[config.mk]
export PLATFORM = sky130hd
export DESIGN_NAME = hssi_mf_tx_arb_flat
export DESIGN_NICKNAME = d
export VERILOG_FILES = /design/src/rtl/hssi_mac_fiu_if_pkg.sv /design/src/rtl/hssi_mf_tx_arb_if.sv /design/src/rtl/hssi_mf_rr_pick.sv /design/src/rtl/hssi_mf_tx_arb.sv /design/src/flat_wrapper.sv
export SDC_FILE = /design/constraint.sdc
export NUM_CORES = 1
export LEC_CHECK = 0
export ABC_CLOCK_PERIOD_IN_PS = 3700
export BUFFER_PORTS_ARGS = -buffer_cell sky130_fd_sc_hd__buf_2
export CAP_MARGIN = 10
export CORE_AREA = 2 2 341 343
export DETAILED_ROUTE_END_ITERATION = 12
export DIE_AREA = 0 0 343 345
export HOLD_SLACK_MARGIN = 0.05
export SLEW_MARGIN = 25
export SYNTH_ARGS = -nofsm -noshare
export SYNTH_HDL_FRONTEND = slang
export SYNTH_HIERARCHICAL = 1
export SYNTH_SLANG_ARGS = --single-unit
[constraint.sdc]
create_clock -name clk -period 3.7 [get_ports clk]
set_input_delay 0.74 -clock clk [delete_from_list [all_inputs] [get_ports clk]]
set_output_delay 0.74 -clock clk [all_outputs]
set_load 0.01 [all_outputs]
[src/rtl/hssi_mac_fiu_if_pkg.sv]
// HSSI MAC/FIU lane types plus the shared definitions of the TX lane arbiter.
package hssi_mac_fiu_if_pkg;

  typedef logic [127:0] t_hssi_mf_ln_data;
  typedef logic [17:0]  t_hssi_m2f_ln_ctrl;

  localparam int HSSI_MF_TX_ARB_MAX_REQ = 8;

  typedef enum logic {
    IDLE = 1'b0,
    PKT  = 1'b1
  } t_hssi_mf_tx_arb_state;

  // Requester index width; never narrower than one bit.
  function automatic int hssi_mf_idx_w(input int n);
    return (n > 1) ? $clog2(n) : 1;
  endfunction

endpackage

[src/rtl/hssi_mf_tx_arb_if.sv]
// Requester-side TX streams and MAC-facing lane of the TX lane arbiter.
// master: requesters + MAC (traffic environment); slave: the arbiter.
interface hssi_mf_tx_arb_if #(
  parameter int N_REQ = 4
);
  import hssi_mac_fiu_if_pkg::*;

  localparam int IDX_W = hssi_mf_idx_w(N_REQ);

  logic [N_REQ-1:0]                    req_valid;
  logic [N_REQ-1:0]                    req_sop;
  logic [N_REQ-1:0]                    req_eop;
  t_hssi_mf_ln_data  [N_REQ-1:0]       req_data;
  t_hssi_m2f_ln_ctrl [N_REQ-1:0]       req_ctrl;
  logic [N_REQ-1:0]                    req_ready;

  logic                                ln_valid;
  logic                                ln_sop;
  logic                                ln_eop;
  t_hssi_mf_ln_data                    ln_data;
  t_hssi_m2f_ln_ctrl                   ln_ctrl;
  logic [IDX_W-1:0]                    ln_grant_idx;
  logic                                ln_ready;

  modport master (
    output req_valid, req_sop, req_eop, req_data, req_ctrl, ln_ready,
    input  req_ready, ln_valid, ln_sop, ln_eop, ln_data, ln_ctrl, ln_grant_idx
  );

  modport slave (
    input  req_valid, req_sop, req_eop, req_data, req_ctrl, ln_ready,
    output req_ready, ln_valid, ln_sop, ln_eop, ln_data, ln_ctrl, ln_grant_idx
  );

endinterface

[src/rtl/hssi_mf_rr_pick.sv]
// Combinational round-robin picker: first requester at or after rr_ptr,
// scanning upward with wrap at N_REQ.
module hssi_mf_rr_pick #(
  parameter int N_REQ = 4,
  parameter int IDX_W = 2
) (
  input  logic [N_REQ-1:0] req,
  input  logic [IDX_W-1:0] rr_ptr,
  output logic [N_REQ-1:0] gnt_oh,
  output logic [IDX_W-1:0] gnt_idx
);

  // Scan N_REQ positions starting at rr_ptr; the first hit wins.
  always_comb begin
    logic             found;
    logic [IDX_W-1:0] cand;
    int unsigned      pos;
    gnt_oh  = '0;
    gnt_idx = '0;
    found   = 1'b0;
    cand    = '0;
    pos     = 0;
    for (int unsigned k = 0; k < N_REQ; k++) begin
      pos = 32'(rr_ptr) + k;
      if (pos >= unsigned'(N_REQ)) pos = pos - unsigned'(N_REQ);
      cand = IDX_W'(pos);
      if (!found && req[cand]) begin
        found         = 1'b1;
        gnt_idx       = cand;
        gnt_oh[cand]  = 1'b1;
      end
    end
  end

endmodule

[src/rtl/hssi_mf_tx_arb.sv]
// Packet-level round-robin arbiter sharing one HSSI MAC-to-FIU TX lane among
// N_REQ requesters. Grant is locked from SOP to EOP; output beat registered.
// Optional feature: define HSSI_MF_TX_ARB_STATS_EN for per-requester
// completed-packet counters (otherwise stat_pkt_cnt is tied to zero).
module hssi_mf_tx_arb
  import hssi_mac_fiu_if_pkg::*;
#(
  parameter int N_REQ = 4
) (
  input  logic                   clk,
  input  logic                   reset,
  hssi_mf_tx_arb_if.slave        bus,
  output logic                   err_orphan,
  output logic [N_REQ-1:0][31:0] stat_pkt_cnt
);

  localparam int IDX_W = hssi_mf_idx_w(N_REQ);

  t_hssi_mf_tx_arb_state state;
  logic [IDX_W-1:0]      rr_ptr;
  logic [IDX_W-1:0]      lock_idx;
  logic [IDX_W-1:0]      pick_idx;
  logic [IDX_W-1:0]      sel_idx;
  logic [N_REQ-1:0]      sop_cand;
  logic [N_REQ-1:0]      pick_oh;
  logic [N_REQ-1:0]      ready;
  logic                  pick_any;
  logic                  can_load;
  logic                  load;
  logic                  orphan_fire;

  assign can_load = !bus.ln_valid || bus.ln_ready;
  assign sop_cand = bus.req_valid & bus.req_sop;
  assign pick_any = |pick_oh;

  hssi_mf_rr_pick #(
    .N_REQ (N_REQ),
    .IDX_W (IDX_W)
  ) u_pick (
    .req     (sop_cand),
    .rr_ptr  (rr_ptr),
    .gnt_oh  (pick_oh),
    .gnt_idx (pick_idx)
  );

  // Ready/accept decode; orphan discard picks the lowest valid via x & -x.
  always_comb begin
    ready       = '0;
    load        = 1'b0;
    orphan_fire = 1'b0;
    sel_idx     = lock_idx;
    if (!reset) begin
      if (state == IDLE) begin
        sel_idx = pick_idx;
        if (pick_any) begin
          if (can_load) begin
            ready = pick_oh;
            load  = 1'b1;
          end
        end else if (|bus.req_valid) begin
          ready       = bus.req_valid & (~bus.req_valid + 1'b1);
          orphan_fire = 1'b1;
        end
      end else begin
        ready[lock_idx] = can_load;
        load            = can_load && bus.req_valid[lock_idx];
      end
    end
  end

  assign bus.req_ready = ready;

  // FSM, round-robin pointer, grant lock and registered lane outputs.
  always_ff @(posedge clk) begin
    if (reset) begin
      state            <= IDLE;
      rr_ptr           <= '0;
      lock_idx         <= '0;
      bus.ln_valid     <= 1'b0;
      bus.ln_sop       <= 1'b0;
      bus.ln_eop       <= 1'b0;
      bus.ln_data      <= '0;
      bus.ln_ctrl      <= '0;
      bus.ln_grant_idx <= '0;
      err_orphan       <= 1'b0;
    end else begin
      err_orphan <= orphan_fire;
      case (state)
        IDLE: begin
          if (load) begin
            rr_ptr   <= (pick_idx == IDX_W'(N_REQ - 1)) ? '0 : pick_idx + 1'b1;
            lock_idx <= pick_idx;
            if (!bus.req_eop[pick_idx]) state <= PKT;
          end
        end
        PKT: begin
          if (load && bus.req_eop[lock_idx]) state <= IDLE;
        end
        default: state <= IDLE;
      endcase
      if (load) begin
        bus.ln_valid     <= 1'b1;
        bus.ln_sop       <= bus.req_sop[sel_idx];
        bus.ln_eop       <= bus.req_eop[sel_idx];
        bus.ln_data      <= bus.req_data[sel_idx];
        bus.ln_ctrl      <= bus.req_ctrl[sel_idx];
        bus.ln_grant_idx <= sel_idx;
      end else if (bus.ln_ready) begin
        bus.ln_valid <= 1'b0;
      end
    end
  end

`ifdef HSSI_MF_TX_ARB_STATS_EN
  logic [N_REQ-1:0][31:0] stat_cnt_q;

  // Count EOP beats accepted per requester; 32-bit wrap is natural overflow.
  always_ff @(posedge clk) begin
    if (reset) begin
      stat_cnt_q <= '0;
    end else if (load && bus.req_eop[sel_idx]) begin
      stat_cnt_q[sel_idx] <= stat_cnt_q[sel_idx] + 32'd1;
    end
  end

  assign stat_pkt_cnt = stat_cnt_q;
`else
  assign stat_pkt_cnt = '0;
`endif

endmodule
[src/flat_wrapper.sv]
// flat-port wrapper written by rule: the top's interface ports become plain ports
module hssi_mf_tx_arb_flat import hssi_mac_fiu_if_pkg::*;
#(
  parameter int N_REQ = 4
)
  (clk, reset, err_orphan, stat_pkt_cnt, bus_req_valid, bus_req_sop, bus_req_eop, bus_req_data, bus_req_ctrl, bus_ln_ready, bus_req_ready, bus_ln_valid, bus_ln_sop, bus_ln_eop, bus_ln_data, bus_ln_ctrl, bus_ln_grant_idx);
  hssi_mf_tx_arb_if #(.N_REQ(N_REQ)) bus_i ();
  input  logic clk;
  input  logic reset;
  output logic err_orphan;
  output logic [N_REQ-1:0][31:0] stat_pkt_cnt;
  input wire logic [$bits(bus_i.req_valid)-1:0] bus_req_valid;
  input wire logic [$bits(bus_i.req_sop)-1:0] bus_req_sop;
  input wire logic [$bits(bus_i.req_eop)-1:0] bus_req_eop;
  input wire logic [$bits(bus_i.req_data)-1:0] bus_req_data;
  input wire logic [$bits(bus_i.req_ctrl)-1:0] bus_req_ctrl;
  input wire logic [$bits(bus_i.ln_ready)-1:0] bus_ln_ready;
  output wire logic [$bits(bus_i.req_ready)-1:0] bus_req_ready;
  output wire logic [$bits(bus_i.ln_valid)-1:0] bus_ln_valid;
  output wire logic [$bits(bus_i.ln_sop)-1:0] bus_ln_sop;
  output wire logic [$bits(bus_i.ln_eop)-1:0] bus_ln_eop;
  output wire logic [$bits(bus_i.ln_data)-1:0] bus_ln_data;
  output wire logic [$bits(bus_i.ln_ctrl)-1:0] bus_ln_ctrl;
  output wire logic [$bits(bus_i.ln_grant_idx)-1:0] bus_ln_grant_idx;
  assign bus_i.req_valid = bus_req_valid;
  assign bus_i.req_sop = bus_req_sop;
  assign bus_i.req_eop = bus_req_eop;
  assign bus_i.req_data = bus_req_data;
  assign bus_i.req_ctrl = bus_req_ctrl;
  assign bus_i.ln_ready = bus_ln_ready;
  assign bus_req_ready = bus_i.req_ready;
  assign bus_ln_valid = bus_i.ln_valid;
  assign bus_ln_sop = bus_i.ln_sop;
  assign bus_ln_eop = bus_i.ln_eop;
  assign bus_ln_data = bus_i.ln_data;
  assign bus_ln_ctrl = bus_i.ln_ctrl;
  assign bus_ln_grant_idx = bus_i.ln_grant_idx;
  hssi_mf_tx_arb #(.N_REQ(N_REQ)) u_core (.clk(clk), .reset(reset), .bus(bus_i), .err_orphan(err_orphan), .stat_pkt_cnt(stat_pkt_cnt));
endmodule
* Yosys cells after proc, flatten, opt, wreduce, memory -nomap -nowiden
Index checks and enable logic that the tools add are counted.
W data, S select, Z words.
** Word-level totals
- Memories kept :: 0
- Output and inout bits :: 284
- Bits in latches :: 0
- Bits in writable memories :: 0
- ROM bits :: 0
- Flip-flop bits (word level) :: 157
** Operators by class
- Bitwise operators :: 8
- Multipliers :: 0
- Add/subtract/negate cells :: 9
- Eq/ne operators :: 1
- Magnitude comparators :: 16
- Reductions and logical operators :: 20
- Div/mod/pow operators :: 0
- Multiplexer cells :: 66
- Shift operators :: 0
** Operators with widths (count)
- $bmux W128 S2 :: 1
- $mux W128 :: 1
- $bmux W18 S2 :: 1
- $mux W4 :: 9
- $mux W1 :: 27
- $mux W2 :: 11
- $lt A2 B3 Y1 const B :: 7
- $bmux W1 S2 :: 9
- $mux W18 :: 1
- $and A4 B4 Y4 :: 3
- $or A4 B4 Y4 :: 3
- $demux W1 S2 :: 5
- $ge A2 B1 Y1 const B :: 5
- $logic_and A1 B1 Y1 :: 10
- $ge A3 B3 Y1 const B :: 3
- $reduce_or A4 Y1 :: 2
- $sub A2 B1 Y2 const B :: 4
- $add A2 B2 Y3 const B :: 2
- $reduce_or A6 Y1 :: 1
- $add A4 B1 Y4 const B :: 1
- $logic_not A1 Y1 :: 4
- $not A4 Y4 :: 1
- $add A2 B1 Y3 const B :: 1
- $ge A2 B3 Y1 const B :: 1
- other kinds (7) :: 7

* Longest topological paths before layout
Gate-level depths: netlist of run 1.
- Word-level depth :: 21
- Mapped depth :: 16

* Hierarchy
Netlist of run 1, hierarchy kept.
** Modules (own cells, without submodules)
- hssi_mf_tx_arb :: cells each 1459, instances 1, sequential area each 3143.0 µm², area each 14719.1 µm²
- hssi_mf_rr_pick :: cells each 65, instances 1, sequential area each 0.0 µm², area each 489.2 µm²

* Worst setup path after synthesis of run 1
Ideal clock, no wire load.
- Kind :: input to output
- From :: in bus_req_sop[2]
- To :: out bus_req_ready[2]
- Stages :: 10
- Slack :: -0.291 ns
- Arrival time :: 3.251 ns
- Data required time :: 2.960 ns
- Path through :: and2_1 clkbuf_2 mux4_2 nand2_1 o21ai_0 a221o_2 nor4_1 a32oi_1 o22a_1 nor2_1
** On the way
- Word-level cells in the longest chain between the ends :: 17
- Elaborated cells on any way between the ends :: 30
- Those cells by class :: 19 x mux; 4 x bitwise; 7 x reduce/logical
** RTL lines
- from (decl) :: RTL line flat_wrapper.sv:13 : input wire logic [$bits(bus_i.req_sop)-1:0] bus_req_sop;
- $and A4 B4 Y4 * :: RTL line hssi_mf_tx_arb.sv:33 : assign sop_cand = bus.req_valid & bus.req_sop;
- $bmux W1 S2 :: RTL line hssi_mf_rr_pick.sv:27 : if (!found && req[cand]) begin
- $mux W1 (not written as such) :: RTL line hssi_mf_rr_pick.sv:27
- $mux W1 :: RTL line hssi_mf_rr_pick.sv:27
- $logic_not A1 Y1 :: RTL line hssi_mf_rr_pick.sv:27
- $logic_and A1 B1 Y1 :: RTL line hssi_mf_rr_pick.sv:27
- $mux W1 :: RTL line hssi_mf_rr_pick.sv:27
- $logic_not A1 Y1 :: RTL line hssi_mf_rr_pick.sv:27
- [2 not listed]
- $logic_not A1 Y1 :: RTL line hssi_mf_rr_pick.sv:27
- $logic_and A1 B1 Y1 :: RTL line hssi_mf_rr_pick.sv:27
- $mux W4 * :: RTL line hssi_mf_rr_pick.sv:27
- via u_core.pick_oh[0] :: RTL line hssi_mf_tx_arb.sv:25 : logic [N_REQ-1:0] pick_oh;
- $reduce_or A4 Y1 * :: RTL line hssi_mf_tx_arb.sv:34 : assign pick_any = |pick_oh;
- $mux W4 * :: RTL line hssi_mf_tx_arb.sv:55 : if (pick_any) begin
- $mux W4 * :: RTL line hssi_mf_tx_arb.sv:53 : if (state == IDLE) begin
- $mux W4 * :: RTL line hssi_mf_tx_arb.sv:52 : if (!reset) begin
- to (decl) :: RTL line flat_wrapper.sv:18 : output wire logic [$bits(bus_i.req_ready)-1:0] bus_req_ready;
The timed path passes the listed nets; every way through them passes the cells marked *. The select of a mux whose other input is x is not followed.

* Final worst setup path of run 1
- From :: in bus_req_sop[1]
- To :: out bus_req_ready[0]
** On the way
- Word-level cells in the longest chain between the ends :: 17
- Elaborated cells on any way between the ends :: 30
- Those cells by class :: 19 x mux; 4 x bitwise; 7 x reduce/logical
** RTL lines
- $and A4 B4 Y4 * :: RTL line hssi_mf_tx_arb.sv:33
- via u_core.sop_cand[1] :: RTL line hssi_mf_tx_arb.sv:24 : logic [N_REQ-1:0] sop_cand;
- $bmux W1 S2 :: RTL line hssi_mf_rr_pick.sv:27
- $mux W1 (not written as such) :: RTL line hssi_mf_rr_pick.sv:27
- $mux W1 :: RTL line hssi_mf_rr_pick.sv:27
- $logic_not A1 Y1 :: RTL line hssi_mf_rr_pick.sv:27
- $logic_and A1 B1 Y1 :: RTL line hssi_mf_rr_pick.sv:27
- $mux W1 :: RTL line hssi_mf_rr_pick.sv:27
- [3 not listed]
- $logic_not A1 Y1 :: RTL line hssi_mf_rr_pick.sv:27
- $logic_and A1 B1 Y1 :: RTL line hssi_mf_rr_pick.sv:27
- $mux W4 * :: RTL line hssi_mf_rr_pick.sv:27
- via u_core.pick_oh[0] :: RTL line hssi_mf_tx_arb.sv:25
- $reduce_or A4 Y1 / $mux W4 (equally long branches) :: RTL line hssi_mf_tx_arb.sv:34, hssi_mf_tx_arb.sv:56
- $mux W4 * :: RTL line hssi_mf_tx_arb.sv:55
- $mux W4 * :: RTL line hssi_mf_tx_arb.sv:53
- $mux W4 * :: RTL line hssi_mf_tx_arb.sv:52
Marks and branches as above.

==> results.sh, run 1 <==
export IMPL_status="complete, but fails checks"
export IMPL_violations="setup timing"
export IMPL_synth_top_area_cell="dfxtp_1"
export IMPL_period_needed_ns=4.00
export IMPL_grt_overflow=0
export IMPL_start_util_pct=13.2
export IMPL_drt_iter0_drc=788
export IMPL_ys_seq_area_share_pct=20.7
export IMPL_worst_slew_pin_slew_ns=0.907
export IMPL_slew_headroom_pct=39.6
export IMPL_cts_buffers=17
export IMPL_endpoint="bus_req_ready[0]"
export IMPL_num_vias=16300
export IMPL_combPwrFrac_pct=77.1
export IMPL_p_sw_share_pct=50.6
export IMPL_pre_cts_ws_ns=-0.608
export IMPL_power_share_sequential_pct=12.8
export IMPL_die_w_um=343
export IMPL_p_leak_uw=0.00924
export IMPL_antenna_found_initial=41
export IMPL_synthArstFlopShare_pct=0
export IMPL_synth_area_sq_um=15200
export IMPL_grt_max_degree=111
export IMPL_clk_path_buf_depth=2
export IMPL_max_freq_mhz=250
export IMPL_cpMaxStageDelayCell="mux4_2"
export IMPL_ios=883
export IMPL_post_route_drc_count=0
export IMPL_antenna_left=0
export IMPL_crit_top_cell="buf_2"
export IMPL_placement_rows=125
export IMPL_final_hold_viol_count=0
export IMPL_final_setup_skew_ns=0.0245
export IMPL_layout_nets=2932
export IMPL_clockPowerShare_pct=10.1
export IMPL_reg2reg_slack_ns=0.18
export IMPL_path_clk_slew_ns=0.07
export IMPL_fillers=12800
export IMPL_p_int_uw=9990
export IMPL_report_final_slew_viol_count=0
export IMPL_cts_tree="done"
export IMPL_startpoint_type="primary input"
export IMPL_drive_gt1_share_pct=60.3
export IMPL_avgSynthCellArea_sq_um=9.98
export IMPL_crit_type="primary input to primary output"
export IMPL_grt_pass1_wl_um=110000
export IMPL_hold_path_class="flip-flop to flip-flop"
export IMPL_synth_warnings=6
export IMPL_worstPathCellList="buf_2 -> and2_1 -> mux4_2 -> buf_6 -> nand2_4 -> o21ai_2 -> a221o_2 -> nor4_4 -> buf_4 -> a221oi_2 -> nor3_1 -> buf_2"
export IMPL_cp_end_kind="primary output"
export IMPL_synth_cell_types=60
export IMPL_multi_input_area_sq_um=10400
export IMPL_clk_latency_ns=0.52
export IMPL_crit_start="bus_req_sop[1]"
export IMPL_cts_sinks=157
export IMPL_holdWs_ns=0.504
export IMPL_yosysMostFrequentCell="nor3b_1"
export IMPL_cts_htree_levels=4
export IMPL_r2r_start="u_core/rr_ptr[0]"
export IMPL_synth_common_cells="nor3b_1 (297), a211oi_2 (201), dfxtp_1 (157), o211ai_1 (148), buf_4 (142)"
export IMPL_dieArea_sq_um=118000
export IMPL_ys_ff_latch=157
export IMPL_syn_inst=1524
export IMPL_drt_first_pass_iters=5
export IMPL_p_switching_uw=10200
export IMPL_area_growth_pct=46.7
export IMPL_cp_data_required_time_ns=2.96
export IMPL_wl_um=79400
export IMPL_ir_drop_v=0.000526
export IMPL_max_stage_delay_ns=0.55
export IMPL_synth_edf_count=0
export IMPL_ys_flop_type="dfxtp_1"
export IMPL_synth_top_area_share_pct=20.7
export IMPL_core_area_sq_um=115000
export IMPL_max_cap_violations=0
export IMPL_place_gp_congestion=0.904
export IMPL_register_area_sq_um=3150
export IMPL_die_h_um=345
export IMPL_cp_max_fo=6
export IMPL_grt_pass1_vias=15900
export IMPL_grt_usage_pct=12.7
export IMPL_setup_violations=4
export IMPL_hold_path_startpoint="u_core/bus.ln_data[113]"
export IMPL_post_dp_hpwl_um=62800
export IMPL_portBuffers=754
export IMPL_fin_crit_sh_pct=108
export IMPL_avgRoutedWirePerCell_um=20.5
export IMPL_powerDensity_nw_per_um2=907
export IMPL_reg2reg_depth=14
export IMPL_r2r_end="u_core/bus.ln_ctrl[11]"
export IMPL_grt_setup_unrepaired="yes"
export IMPL_layout_setup_ws_ns=-0.301
export IMPL_viasPerCell=4.21
export IMPL_cts_root_buf="clkbuf_16"
export IMPL_critical_path_arrival_ns=3.26
export IMPL_synth_top_cells_by_area="dfxtp_1 (21%), a211oi_2 (17%), nor3b_1 (15%), o41ai_2 (14%), o211ai_1 (7.3%)"
-- registers in the layout, indices dropped and copies added (netlist names) --
| name | cells |
|---|---|
| u_core/err_orphan | 1 |
| u_core/state | 1 |
| u_core/bus.ln_eop | 1 |
| u_core/bus.ln_grant_idx | 2 |
| u_core/bus.ln_valid | 1 |
| u_core/bus.ln_sop | 1 |
| u_core/bus.ln_ctrl | 18 |
| u_core/bus.ln_data | 128 |
| u_core/rr_ptr | 2 |
| u_core/lock_idx | 2 |
-- layer usage --
metal,GRT usage [%],routed length [um],up-vias
met4,5.29,2650,18
li1,-,-,7513
met5,0,115,-
met1,15.0,32400,7847
met2,21.5,38000,776
met3,3.65,6180,147
-- placed cells by master, fill, tap and decap left out, types with 7 or more instances in the layout --
| cell type | count |
|---|---|
| a211oi_1 | 92 |
| a211oi_2 | 204 |
| buf_12 | 40 |
| buf_2 | 753 |
| buf_4 | 213 |
| clkbuf_16 | 17 |
| conb_1 | 128 |
| dfxtp_1 | 155 |
| diode_2 | 8 |
| mux2i_1 | 7 |
| nand2_1 | 10 |
| nor2_1 | 12 |
| nor3b_1 | 297 |
| o211ai_1 | 148 |
| o41ai_1 | 19 |
| o41ai_2 | 129 |
-- cells by family after synthesis --
group | after synthesis | synth area share (%)
muxes | 15 | 1.60
buffers and inverters | 361 | 15.2
AOI/OAI and AO/OA | 632 | 45.4
other | 1 | 0.0247
DFF | 157 | 20.7
and+or+nand+nor | 352 | 16.7
adders and majority gates | 6 | 0.494
-- worst min-delay path by stage --
stage                                       endpoint  slack (ns)  depth (start not counted)
final                        u_core/bus.ln_data[113]        0.50                          2
after global routing      u_core/bus.ln_grant_idx[0]        0.51                          2
after CTS                 u_core/bus.ln_grant_idx[1]        0.47                          2
after detailed placement      u_core/bus.ln_data[76]        0.48                          2
after global placement        u_core/bus.ln_data[85]        0.47                          2
after floorplan               u_core/bus.ln_ctrl[17]        0.53                          2
-- per-stage QoR --
step | instances | total power, uW | setup TNS [ns] | utilization, % | area, sq um
2_1_floorplan | 1651 | 12100 | 0 | - | 15700
4_1_cts | 3857 | 20400 | -0.498 | 19.3 | 22200
3_5_place_dp | 3812 | 18000 | -42.12 | 18.6 | 21400
3_3_place_gp | 3812 | 17900 | -29.72 | 18.6 | 21400
5_1_grt | 3870 | 21600 | -1.32 | 19.4 | 22300
6_report | 3872 | 20200 | -1.10 | 19.4 | 22300
-- area by class of cell --
| class | instances | share of cell area [%] |
|---|---|---|
| clock inverter | 12 | 0.712 |
| sequential | 157 | 14.1 |
| inverter | 7 | 0.151 |
| clock buffer | 20 | 2.05 |
| tap | 1524 | 8.55 |
| antenna | 8 | 0.0897 |
| multi-input combinational | 1133 | 46.4 |
| timing repair buffer | 1011 | 27.9 |
-- power groups by stage --
stage	logic, uW	registers (uW)	clock network [uW]
after CTS	15700	2580	2200
final	15600	2580	2050
after detailed placement	15400	2600	0
after global placement	15400	2590	0
after global routing	16700	2630	2230
after floorplan	9360	2750	0
-- worst max-delay path, delay by kind of cell --
family,cells,cell delay (ns)
muxes,1,0.55
AOI/OAI and AO/OA,3,0.43
and+or+nand+nor,4,0.91
buffers and inverters,4,0.62
-- what timing repair did --
| action | CTS | global route |
|---|---|---|
| buffers inserted | 13 | 7 |
| hold buffers | 0 | 0 |
| pin swaps | 8 | 8 |
| gates resized for setup | 18 | 8 |
| endpoints found under the setup margin | 6 | 34 |
Power figures use the tool's default switching activity.
==> run 2: changes to the inputs <==
- ABC_CLOCK_PERIOD_IN_PS: 3700 -> 4800
- clock period: 3.7 -> 4.8 ns (I/O delays scaled with it)
==> run 2 against run 1 <==
Effect of this change: the run now ends clean; clock power shrank 20%; via count shrank 2.3%; highest routed layer unchanged; die area is the same; largest cell class unchanged; final area shrank 5.3%; wire length shrank 4.7%; critical path depth grew 1; register-to-register slack gained 0.62 ns.
==> results.sh, run 2 (same netlist as run 1, synthesis figures left out) <==
export IMPL_finalNonFillerCells=3746
export IMPL_path_delay_family="compound AO/OA/AOI/OAI gates"
export IMPL_worst_slew_pin_slew_ns=0.963
export IMPL_max_stage_delay_ns=0.41
export IMPL_path_clk_slew_ns=0.06
export IMPL_power_share_sequential_pct=14.1
export IMPL_cts_root_buf="clkbuf_16"
export IMPL_layout_commonest_cell="buf_2"
export IMPL_largest_register_ffs=128
export IMPL_avgRoutedWirePerCell_um=20.2
export IMPL_cpMaxStageDelayCell="a221o_2"
export IMPL_portBuffers=754
export IMPL_core_area_sq_um=115000
export IMPL_post_route_drc_count=0
export IMPL_setup_violations=0
export IMPL_grt_overflow=0
export IMPL_clk_latency_ns=0.50
export IMPL_m1WireLength_um=32100
export IMPL_antenna_left=0
export IMPL_final_setup_skew_ns=0.0145
export IMPL_period_needed_ns=4.53
export IMPL_worst_path_buf_inv=4
export IMPL_layout_nets=2801
export IMPL_reg2reg_depth=13
export IMPL_grt_usage_pct=12.1
export IMPL_dieArea_sq_um=118000
export IMPL_route_met2_wl_um=35100
export IMPL_largestRegisters="u_core/bus.ln_data x128, u_core/bus.ln_ctrl x18"
export IMPL_placement_rows=125
export IMPL_cp_data_required_time_ns=3.84
export IMPL_r2r_end="u_core/bus.ln_data[72]"
export IMPL_grt_setup_unrepaired="no"
export IMPL_highest_layer="met5"
export IMPL_wl_um=75700
export IMPL_die_w_um=343
export IMPL_hold_path_startpoint="u_core/bus.ln_data[75]"
export IMPL_antenna_found_initial=29
export IMPL_cp_max_fo=11
export IMPL_start_util_pct=13.2
export IMPL_cp_depth=13
export IMPL_viasPerCell=4.25
export IMPL_grt_pass1_wl_um=105000
export IMPL_p_sw_share_pct=53.3
export IMPL_p_int_uw=6660
export IMPL_cts_sinks=157
export IMPL_powerDensity_nw_per_um2=675
export IMPL_dr_wl_met3_um=5330
export IMPL_die_h_um=345
export IMPL_max_freq_mhz=221
export IMPL_ir_drop_v=0.000567
export IMPL_p_leak_uw=0.00852
export IMPL_post_cts_setup_buffer_count=0
export IMPL_drt_iter0_drc=824
export IMPL_cts_tree="done"
export IMPL_slew_headroom_pct=35.8
export IMPL_combPwrFrac_pct=74.3
export IMPL_status="finished clean"
export IMPL_max_cap_violations=0
export IMPL_cts_htree_levels=4
export IMPL_clockPowerShare_pct=11.6
export IMPL_dp_cells=3701
export IMPL_cp_end_kind="primary output"
export IMPL_final_cell_mix="buf_2 (753), nor3b_1 (296), a211oi_2 (202)"
export IMPL_reg2reg_slack_ns=0.80
export IMPL_tns_ns=0
export IMPL_startpoint_type="primary input"
export IMPL_grt_pass1_vias=15300
export IMPL_drive_gt1_share_pct=57.5
export IMPL_grt_max_degree=105
export IMPL_place_gp_congestion=0.899
export IMPL_regMostFlops="u_core/bus.ln_data"
export IMPL_num_vias=15900
export IMPL_ios=883
export IMPL_area_growth_pct=38.9
export IMPL_final_hold_viol_count=0
export IMPL_drt_first_pass_iters=5
export IMPL_post_dp_hpwl_um=60300
export IMPL_critical_path_arrival_ns=3.57
export IMPL_clk_path_buf_depth=2
export IMPL_p_switching_uw=7600
export IMPL_report_final_slew_viol_count=0
export IMPL_worstPathCellList="buf_2 -> and2_1 -> and3b_1 -> o21ai_0 -> o31ai_1 -> buf_4 -> a221o_2 -> nor4_1 -> buf_4 -> a32oi_1 -> o32a_1 -> nor2_1 -> buf_2"
export IMPL_holdWs_ns=0.508
export IMPL_r2r_start="u_core/rr_ptr[1]"
export IMPL_holdPathStages=2
export IMPL_fin_crit_sh_pct=94.4
export IMPL_hold_path_class="flip-flop to flip-flop"
export IMPL_cts_buffers=17
export IMPL_hold_end="u_core/bus.ln_data[75]"
export IMPL_crit_type="primary input to primary output"
-- run 2: per-stage QoR --
| stage | cell area (sq um) | setup WS (ns) | total power [uW] | utilization (%) |
|---|---|---|---|---|
| finish | 21100 | 0.270 | 14300 | 18.3 |
| global route | 21100 | 0.131 | 15100 | 18.3 |
| CTS | 21100 | 0.137 | 14400 | 18.3 |
| detailed placement | 20400 | 0.198 | 12700 | 17.7 |
| global placement | 20400 | 0.152 | 12500 | 17.7 |
| floorplan | 15700 | 0.369 | 9300 | - |
-- run 2: power by group through the flow --
stage,sequential [uW],clock (uW),combinational (uW)
after floorplan,2120,0,7180
after global placement,2030,0,10500
after detailed placement,2030,0,10600
after CTS,2010,1730,10700
after global routing,2050,1760,11300
final,2010,1650,10600
-- run 2: layer usage --
metal / global-route usage (%) / vias up
li1: - / 7255
met3: 3.04 / 116
met5: 0 / -
met2: 19.3 / 759
met4: 5.86 / 8
met1: 15.0 / 7780
-- run 2: worst reg2reg max path, delay by kind of cell, from the launching register on --
| family | cells | cell delay, ns |
|---|---|---|
| buf+inv | 4 | 0.73 |
| mux | 1 | 0.40 |
| compound gates | 4 | 1.05 |
| fa+ha+maj | 1 | 0.41 |
| simple gates | 3 | 0.77 |
| flops | 1 | 0.49 |
-- run 2: area by class of cell --
type | count | area, sq um
Multi-Input combinational cell | 1133 | 10300
Fill cell | 12800 | 94000
Clock inverter | 13 | 211
Sequential cell | 157 | 3140
Tap cell | 1524 | 1910
Clock buffer | 19 | 443
Timing Repair Buffer | 880 | 5050
Antenna cell | 13 | 32.5
Inverter | 7 | 31.3
-- run 2: timing repair --
action / CTS / global route
resized for setup: 0 / 2
endpoints found under the hold margin: 0 / 0
setup endpoints to repair: 0 / 4
hold buffers: 0 / 0
-- run 2: worst max path at each step --
stage / start / endpoint / slack, ns
final: bus_req_valid[1] / bus_req_ready[1] / 0.27
after global routing: bus_req_valid[1] / bus_req_ready[1] / 0.13
after CTS: u_core/rr_ptr[1] / bus_req_ready[1] / 0.14
after detailed placement: bus_req_valid[0] / bus_req_ready[1] / 0.20
after global placement: bus_req_valid[0] / bus_req_ready[2] / 0.15
after floorplan: bus_req_sop[2] / bus_req_ready[2] / 0.37
